==> config.mk <==
export PLATFORM = sky130hd
export DESIGN_NAME = umi_arbiter_sched_flat
export DESIGN_NICKNAME = d
export VERILOG_FILES = /design/src/rtl/umi_arbiter_sched_if.sv /design/src/rtl/umi_arbiter_sched.sv /design/src/flat_wrapper.sv
export SDC_FILE = /design/constraint.sdc
export NUM_CORES = 1
export LEC_CHECK = 0
export CAP_MARGIN = 10
export CORE_AREA = 8 8 45 47
export DETAILED_ROUTE_END_ITERATION = 8
export DIE_AREA = 0 0 53 55
export GPL_TIMING_DRIVEN = 0
export PLACE_DENSITY = 0.69
export SYNTH_ARGS = -nofsm -noshare
export SYNTH_HDL_FRONTEND = slang
export SYNTH_SLANG_ARGS = --single-unit
==> constraint.sdc <==
create_clock -name clk -period 4.3 [get_ports clk]
set_input_delay 0.43 -clock clk [delete_from_list [all_inputs] [get_ports clk]]
set_output_delay 0.43 -clock clk [all_outputs]
set_load 0.01 [all_outputs]
==> src/rtl/umi_arbiter_sched_if.sv <==
// Request/grant bundle between the UMI requesters and the shared-output arbiter.
interface umi_arbiter_sched_if #(
    parameter int unsigned N = 4
) ();
    logic [N-1:0] requests;
    logic         ready;
    logic [N-1:0] grants;

    modport master (output requests, output ready, input grants);
    modport slave  (input requests, input ready, output grants);
endinterface

==> src/rtl/umi_arbiter_sched.sv <==
// UMI output arbiter: fixed-priority / round-robin with grant lock while the sink stalls.
// Optional starvation override compiled in with UMI_ARB_STARVE_EN.
module umi_arbiter_sched #(
    parameter int unsigned N      = 4,
    parameter int unsigned STARVE = 16
) (
    input  logic                 clk,
    input  logic                 nreset,
    input  logic [1:0]           arbmode,
    input  logic [N-1:0]         arbmask,
    umi_arbiter_sched_if.slave   bus
);
    localparam int unsigned PW = 4;
    localparam int unsigned IW = $clog2(N);
    localparam int unsigned CW = 8;

    if (N < 2 || N > 16) begin : g_bad_n
        $error("umi_arbiter_sched: N out of range");
    end
    if (STARVE < 1 || STARVE > 255) begin : g_bad_starve
        $error("umi_arbiter_sched: STARVE out of range");
    end

    typedef enum logic {IDLE, LOCKED} state_e;

    state_e        state_q, state_d;
    logic [IW-1:0] held_q, held_d;
    logic [PW-1:0] ptr_q, ptr_d;

    logic [N-1:0]  elig;
    logic [N-1:0]  grants_c;
    logic          win_vld;
    logic [IW-1:0] win_idx;

`ifdef UMI_ARB_STARVE_EN
    logic [CW-1:0] cnt_q [N];
    logic [CW-1:0] cnt_d [N];
    logic          stv_vld;
    logic [IW-1:0] stv_idx;
`endif

    // Pick the IDLE-state winner among unmasked requesters.
    always_comb begin
        elig    = bus.requests & ~arbmask;
        win_vld = 1'b0;
        win_idx = '0;
        if (arbmode[0]) begin
            // Descending scan so the nearest index at or after the pointer wins last.
            for (int k = N - 1; k >= 0; k--) begin
                if (elig[IW'((32'(ptr_q) + 32'(k)) % N)]) begin
                    win_vld = 1'b1;
                    win_idx = IW'((32'(ptr_q) + 32'(k)) % N);
                end
            end
        end else begin
            for (int i = N - 1; i >= 0; i--) begin
                if (elig[i]) begin
                    win_vld = 1'b1;
                    win_idx = IW'(i);
                end
            end
        end
`ifdef UMI_ARB_STARVE_EN
        stv_vld = 1'b0;
        stv_idx = '0;
        for (int i = N - 1; i >= 0; i--) begin
            if (elig[i] && cnt_q[i] == CW'(STARVE)) begin
                stv_vld = 1'b1;
                stv_idx = IW'(i);
            end
        end
        if (stv_vld) begin
            win_vld = 1'b1;
            win_idx = stv_idx;
        end
`endif
    end

    // Grant vector: held requester while locked, otherwise the fresh winner.
    always_comb begin
        grants_c = '0;
        if (state_q == LOCKED) begin
            grants_c[held_q] = bus.requests[held_q];
        end else if (win_vld) begin
            grants_c[win_idx] = 1'b1;
        end
        if (!nreset) begin
            grants_c = '0;
        end
    end

    assign bus.grants = grants_c;

    always_comb begin
        state_d = state_q;
        held_d  = held_q;
        ptr_d   = ptr_q;
        case (state_q)
            IDLE: begin
                if (win_vld) begin
                    if (bus.ready) begin
                        ptr_d = PW'((32'(win_idx) + 32'd1) % N);
                    end else begin
                        state_d = LOCKED;
                        held_d  = win_idx;
                    end
                end
            end
            LOCKED: begin
                // A dropped request abandons the lock without advancing the pointer.
                if (!bus.requests[held_q]) begin
                    state_d = IDLE;
                end else if (bus.ready) begin
                    state_d = IDLE;
                    ptr_d   = PW'((32'(held_q) + 32'd1) % N);
                end
            end
            default: state_d = IDLE;
        endcase
    end

    always_ff @(posedge clk or negedge nreset) begin
        if (!nreset) begin
            state_q <= IDLE;
            held_q  <= '0;
            ptr_q   <= '0;
        end else begin
            state_q <= state_d;
            held_q  <= held_d;
            ptr_q   <= ptr_d;
        end
    end

`ifdef UMI_ARB_STARVE_EN
    // Per-requester wait counters, saturating at the threshold.
    always_comb begin
        for (int i = 0; i < N; i++) begin
            cnt_d[i] = cnt_q[i];
            if (!bus.requests[i] || (grants_c[i] && bus.ready)) begin
                cnt_d[i] = '0;
            end else if (!arbmask[i] && !grants_c[i] && cnt_q[i] != CW'(STARVE)) begin
                cnt_d[i] = cnt_q[i] + CW'(1);
            end
        end
    end

    always_ff @(posedge clk or negedge nreset) begin
        if (!nreset) begin
            for (int i = 0; i < N; i++) cnt_q[i] <= '0;
        end else begin
            for (int i = 0; i < N; i++) cnt_q[i] <= cnt_d[i];
        end
    end
`endif
endmodule

==> src/flat_wrapper.sv <==
// flat-port wrapper written by rule: the top's interface ports become plain ports
module umi_arbiter_sched_flat 
#(
    parameter int unsigned N      = 4,
    parameter int unsigned STARVE = 16
)
  (clk, nreset, arbmode, arbmask, bus_requests, bus_ready, bus_grants);
  umi_arbiter_sched_if #(.N(N)) bus_i ();
  input  logic clk;
  input  logic nreset;
  input  logic [1:0] arbmode;
  input  logic [N-1:0] arbmask;
  input wire logic [$bits(bus_i.requests)-1:0] bus_requests;
  input wire logic [$bits(bus_i.ready)-1:0] bus_ready;
  output wire logic [$bits(bus_i.grants)-1:0] bus_grants;
  assign bus_i.requests = bus_requests;
  assign bus_i.ready = bus_ready;
  assign bus_grants = bus_i.grants;
  umi_arbiter_sched #(.N(N), .STARVE(STARVE)) u_core (.clk(clk), .nreset(nreset), .arbmode(arbmode), .arbmask(arbmask), .bus(bus_i));
endmodule
==> load_flow_metrics.sql <==
INSERT INTO impl_metrics (metric_group, metric, value, unit) VALUES
('run_status', 'result_of_the_run', 'complete, no violations', ''),
('synthesis', 'ys_ff_latch', '5', ''),
('die', 'die_x', '53', 'um'),
('power_and_ir_drop', 'power_density', '334', 'nW/um2'),
('placement', 'place_area', '687', 'um2'),
('finish', 'antenna_cells_inserted', '0', ''),
('sta', 'timing.max_slew.rel_slack', '0.771', ''),
('sta', 'whs', '461', 'ps'),
('global_routing', 'grt_pass1_vias', '493', ''),
('sta', 'final_critical_path_setup_slack', '1370', 'ps'),
('die', 'boundaryPins', '17', ''),
('finish', 'fillers', '138', ''),
('sta', 'timing.clock.skew', '2.24', 'ps'),
('global_routing', 'grt_start_max_net_pins', '10', ''),
('sta', 'timing.final.crit_share', '0.682', ''),
('clock_tree', 'clock_tree_from_tritoncts', 'built', ''),
('setup_path', 'timing.critical_path.required', '3870', 'ps'),
('sta', 'timing_worst_slew_pin_value', '343', 'ps'),
('setup_path', 'critical_path.reg2reg.endpoint', 'u_core.ptr_q[1]$_DFFE_PN0P_', ''),
('synthesis', 'number_of_enable_type_register_cells_in_the_synthesized_netlist', '0', ''),
('finish', 'layout-drive-gt1-share', '0.162', ''),
('min_path', 'hold_path.class', 'input pin to asynchronous set/reset pin', ''),
('setup_path', 'critical_path.reg2reg.startpoint', 'u_core.ptr_q[1]$_DFFE_PN0P_', ''),
('clock_tree', 'postCtsSetupBuffers', '0', ''),
('die', 'placementRows', '14', ''),
('setup_path', 'reg2reg_setup_slack', '2500', 'ps'),
('finish', 'area_of_the_multi_input_gates', '387', 'um2'),
('power_and_ir_drop', 'finalPower', '238', 'uW'),
('clock_tree', 'insertion_delay', '240', 'ps'),
('sta', 'hold_violation_total_from_the_final_report', '0', ''),
('clock_tree', 'clock_sink_count', '5', ''),
('clock_tree', 'cts_hold_repair.buffers', '0', ''),
('job', 'cap_viol_max_count', '0', ''),
('setup_path', 'cp-end-kind', 'output pin', ''),
('synthesis', 'synth-main-ff-cell', 'sky130_fd_sc_hd__dfrtp_1', ''),
('finish', 'nNetsFinal', '88', ''),
('synthesis', 'netlist_area', '517', 'um2'),
('synthesis', 'syn_inst', '55', ''),
('detailed_routing', 'routed_wl', '1.25', 'mm'),
('die', 'start_util', '0.373', ''),
('global_routing', 'gr-total-overflow', '0', ''),
('synthesis', 'yosysUniqueCellTypes', '30', ''),
('global_routing', 'antenna_found_initial', '0', ''),
('setup_path', 'crit_type', 'input pin to output pin', ''),
('synthesis', 'async_reset_ff_frac', '1.00', ''),
('clock_tree', 'cts_htree_levels', '1', ''),
('synthesis', 'synth_warnings', '0', ''),
('setup_path', 'critical_path_arrival', '2500', 'ps'),
('detailed_routing', 'vias_per_cell', '5.51', ''),
('detailed_routing', 'wl_per_cell', '13.9', 'um'),
('setup_path', 'r2r_cells', '5', ''),
('global_routing', 'global_route_wire_length_before_repair', '2.04', 'mm'),
('sta', 'finalSetupViolations', '0', ''),
('setup_path', 'critical_path_peak_fanout', '3', ''),
('power_and_ir_drop', 'power_leakage', '0.277', 'nW'),
('placement', 'gp_routability_congestion', '0.762', ''),
('clock_tree', 'cts.path.max_buffers', '2', ''),
('sta', 'report.final.slew_viol_count', '0', ''),
('synthesis', 'synth_sequential_area_ratio', '0.242', ''),
('finish', 'finalInstanceArea', '713', 'um2'),
('placement', 'preCtsSetupSlack', '1350', 'ps'),
('finish', 'area_delta_synth_final', '38.0', '%'),
('global_routing', 'grt_util_all_layers', '0.0905', ''),
('sta', 'setup_tns', '0', 'ps'),
('detailed_routing', 'post-route-drc-count', '0', ''),
('die', 'chipHeight', '55', 'um'),
('clock_tree', 'cts_resized', '0', ''),
('placement', 'sum_of_net_half_perimeters_after_detailed_placement', '1.03', 'mm'),
('detailed_routing', 'drt_iter0_drc', '3', ''),
('setup_path', 'worst_setup_path_start_kind', 'input pin', ''),
('placement', 'io_buffers', '15', '');
how the worst max path moves through the flow:
stage | startpoint | end | slack, ps | depth (start not counted)
floorplan | arbmask[2] | bus_grants[3] | 2340 | 5
global placement | bus_requests[0] | bus_grants[3] | 1370 | 7
detailed placement | bus_requests[0] | bus_grants[3] | 1350 | 7
CTS | bus_requests[0] | bus_grants[3] | 1340 | 7
global route | bus_requests[3] | bus_grants[3] | 1260 | 7
finish | bus_requests[0] | bus_grants[3] | 1370 | 7
synth_stat cells, types with 2 or more instances:
library cell | number | share of area
sky130_fd_sc_hd__a21oi_1 | 4 | 0.039
sky130_fd_sc_hd__and3_1 | 2 | 0.024
sky130_fd_sc_hd__dfrtp_1 | 5 | 0.24
sky130_fd_sc_hd__mux2_1 | 3 | 0.065
sky130_fd_sc_hd__mux2_2 | 2 | 0.044
sky130_fd_sc_hd__mux2i_1 | 2 | 0.039
sky130_fd_sc_hd__nand2_1 | 5 | 0.036
sky130_fd_sc_hd__nand2b_1 | 3 | 0.036
sky130_fd_sc_hd__nand2b_4 | 2 | 0.053
sky130_fd_sc_hd__nor2_1 | 3 | 0.022
sky130_fd_sc_hd__nor2b_1 | 3 | 0.036
sky130_fd_sc_hd__nor3_1 | 2 | 0.019
sky130_fd_sc_hd__o21ai_1 | 2 | 0.019
cell type report:
| type | count | share of cell area |
|---|---|---|
| clock buffers | 4 | 0.0368 |
| flip-flops and latches | 5 | 0.175 |
| multi-input cells | 49 | 0.542 |
| well taps | 16 | 0.0281 |
| plain buffers | 1 | 0.00702 |
| repair buffers | 15 | 0.211 |
flip-flops by register name, summed over array words and instances (netlist names):
signal,flops
u_core.state_q,1
u_core.ptr_q,2
u_core.held_q,2
report_power, final:
part           leakage (nW)  switching [mW]  internal [mW]
clock network        0.0150          0.0169         0.0349
registers            0.0596          0.0198         0.0624
logic                 0.202          0.0463         0.0579
total                 0.277          0.0830          0.155
critical path, cell delays in order:
cell,delay [ps]
sky130_fd_sc_hd__clkdlybuf4s50_1,560
sky130_fd_sc_hd__nand2b_4,80
sky130_fd_sc_hd__mux2_2,270
sky130_fd_sc_hd__o221a_4,250
sky130_fd_sc_hd__or2_0,220
sky130_fd_sc_hd__a32o_1,220
sky130_fd_sc_hd__clkdlybuf4s50_1,470
cell usage in the layout, fill, tap and decap left out, types with 2 or more instances in the layout:
| cell | n |
|---|---|
| sky130_fd_sc_hd__and3_1 | 2 |
| sky130_fd_sc_hd__clkbuf_4 | 3 |
| sky130_fd_sc_hd__mux2_2 | 2 |
| sky130_fd_sc_hd__nor2_1 | 3 |
| sky130_fd_sc_hd__nor2b_1 | 3 |
| sky130_fd_sc_hd__nand2b_1 | 3 |
| sky130_fd_sc_hd__dfrtp_1 | 5 |
| sky130_fd_sc_hd__nor3_1 | 2 |
| sky130_fd_sc_hd__clkdlybuf4s50_1 | 15 |
| sky130_fd_sc_hd__o21ai_1 | 2 |
| sky130_fd_sc_hd__a21oi_1 | 4 |
| sky130_fd_sc_hd__mux2i_1 | 2 |
| sky130_fd_sc_hd__nand2_1 | 5 |
| sky130_fd_sc_hd__mux2_1 | 3 |
| sky130_fd_sc_hd__nand2b_4 | 2 |
metal layers:
metal  routed length (um)  vias to the layer above  track usage
met2                  583                       13        0.145
met3                   80                        2       0.0214
met1                  566                      224        0.109
li1                     -                      257            -
met5                    0                        -            0
met4                   17                        0       0.0517
cells by family (layout without fill, tap and decap cells):
family / Yosys count / after routing / synth area share
DFF: 5 / 5 / 0.242
AOI/OAI and AO/OA: 15 / 15 / 0.254
muxes: 7 / 7 / 0.148
xor gates and xnor gates: 1 / 1 / 0.0170
and+or+nand+nor: 26 / 26 / 0.329
buffers and inverters: 1 / 20 / 0.00968
metrics by stage:
stage / instances / util
floorplan: 55 / -
global placement: 86 / 0.496
detailed placement: 86 / 0.496
CTS: 90 / 0.515
global route: 90 / 0.515
finish: 90 / 0.515
No activity file was read; power rests on OpenSTA's default activity.
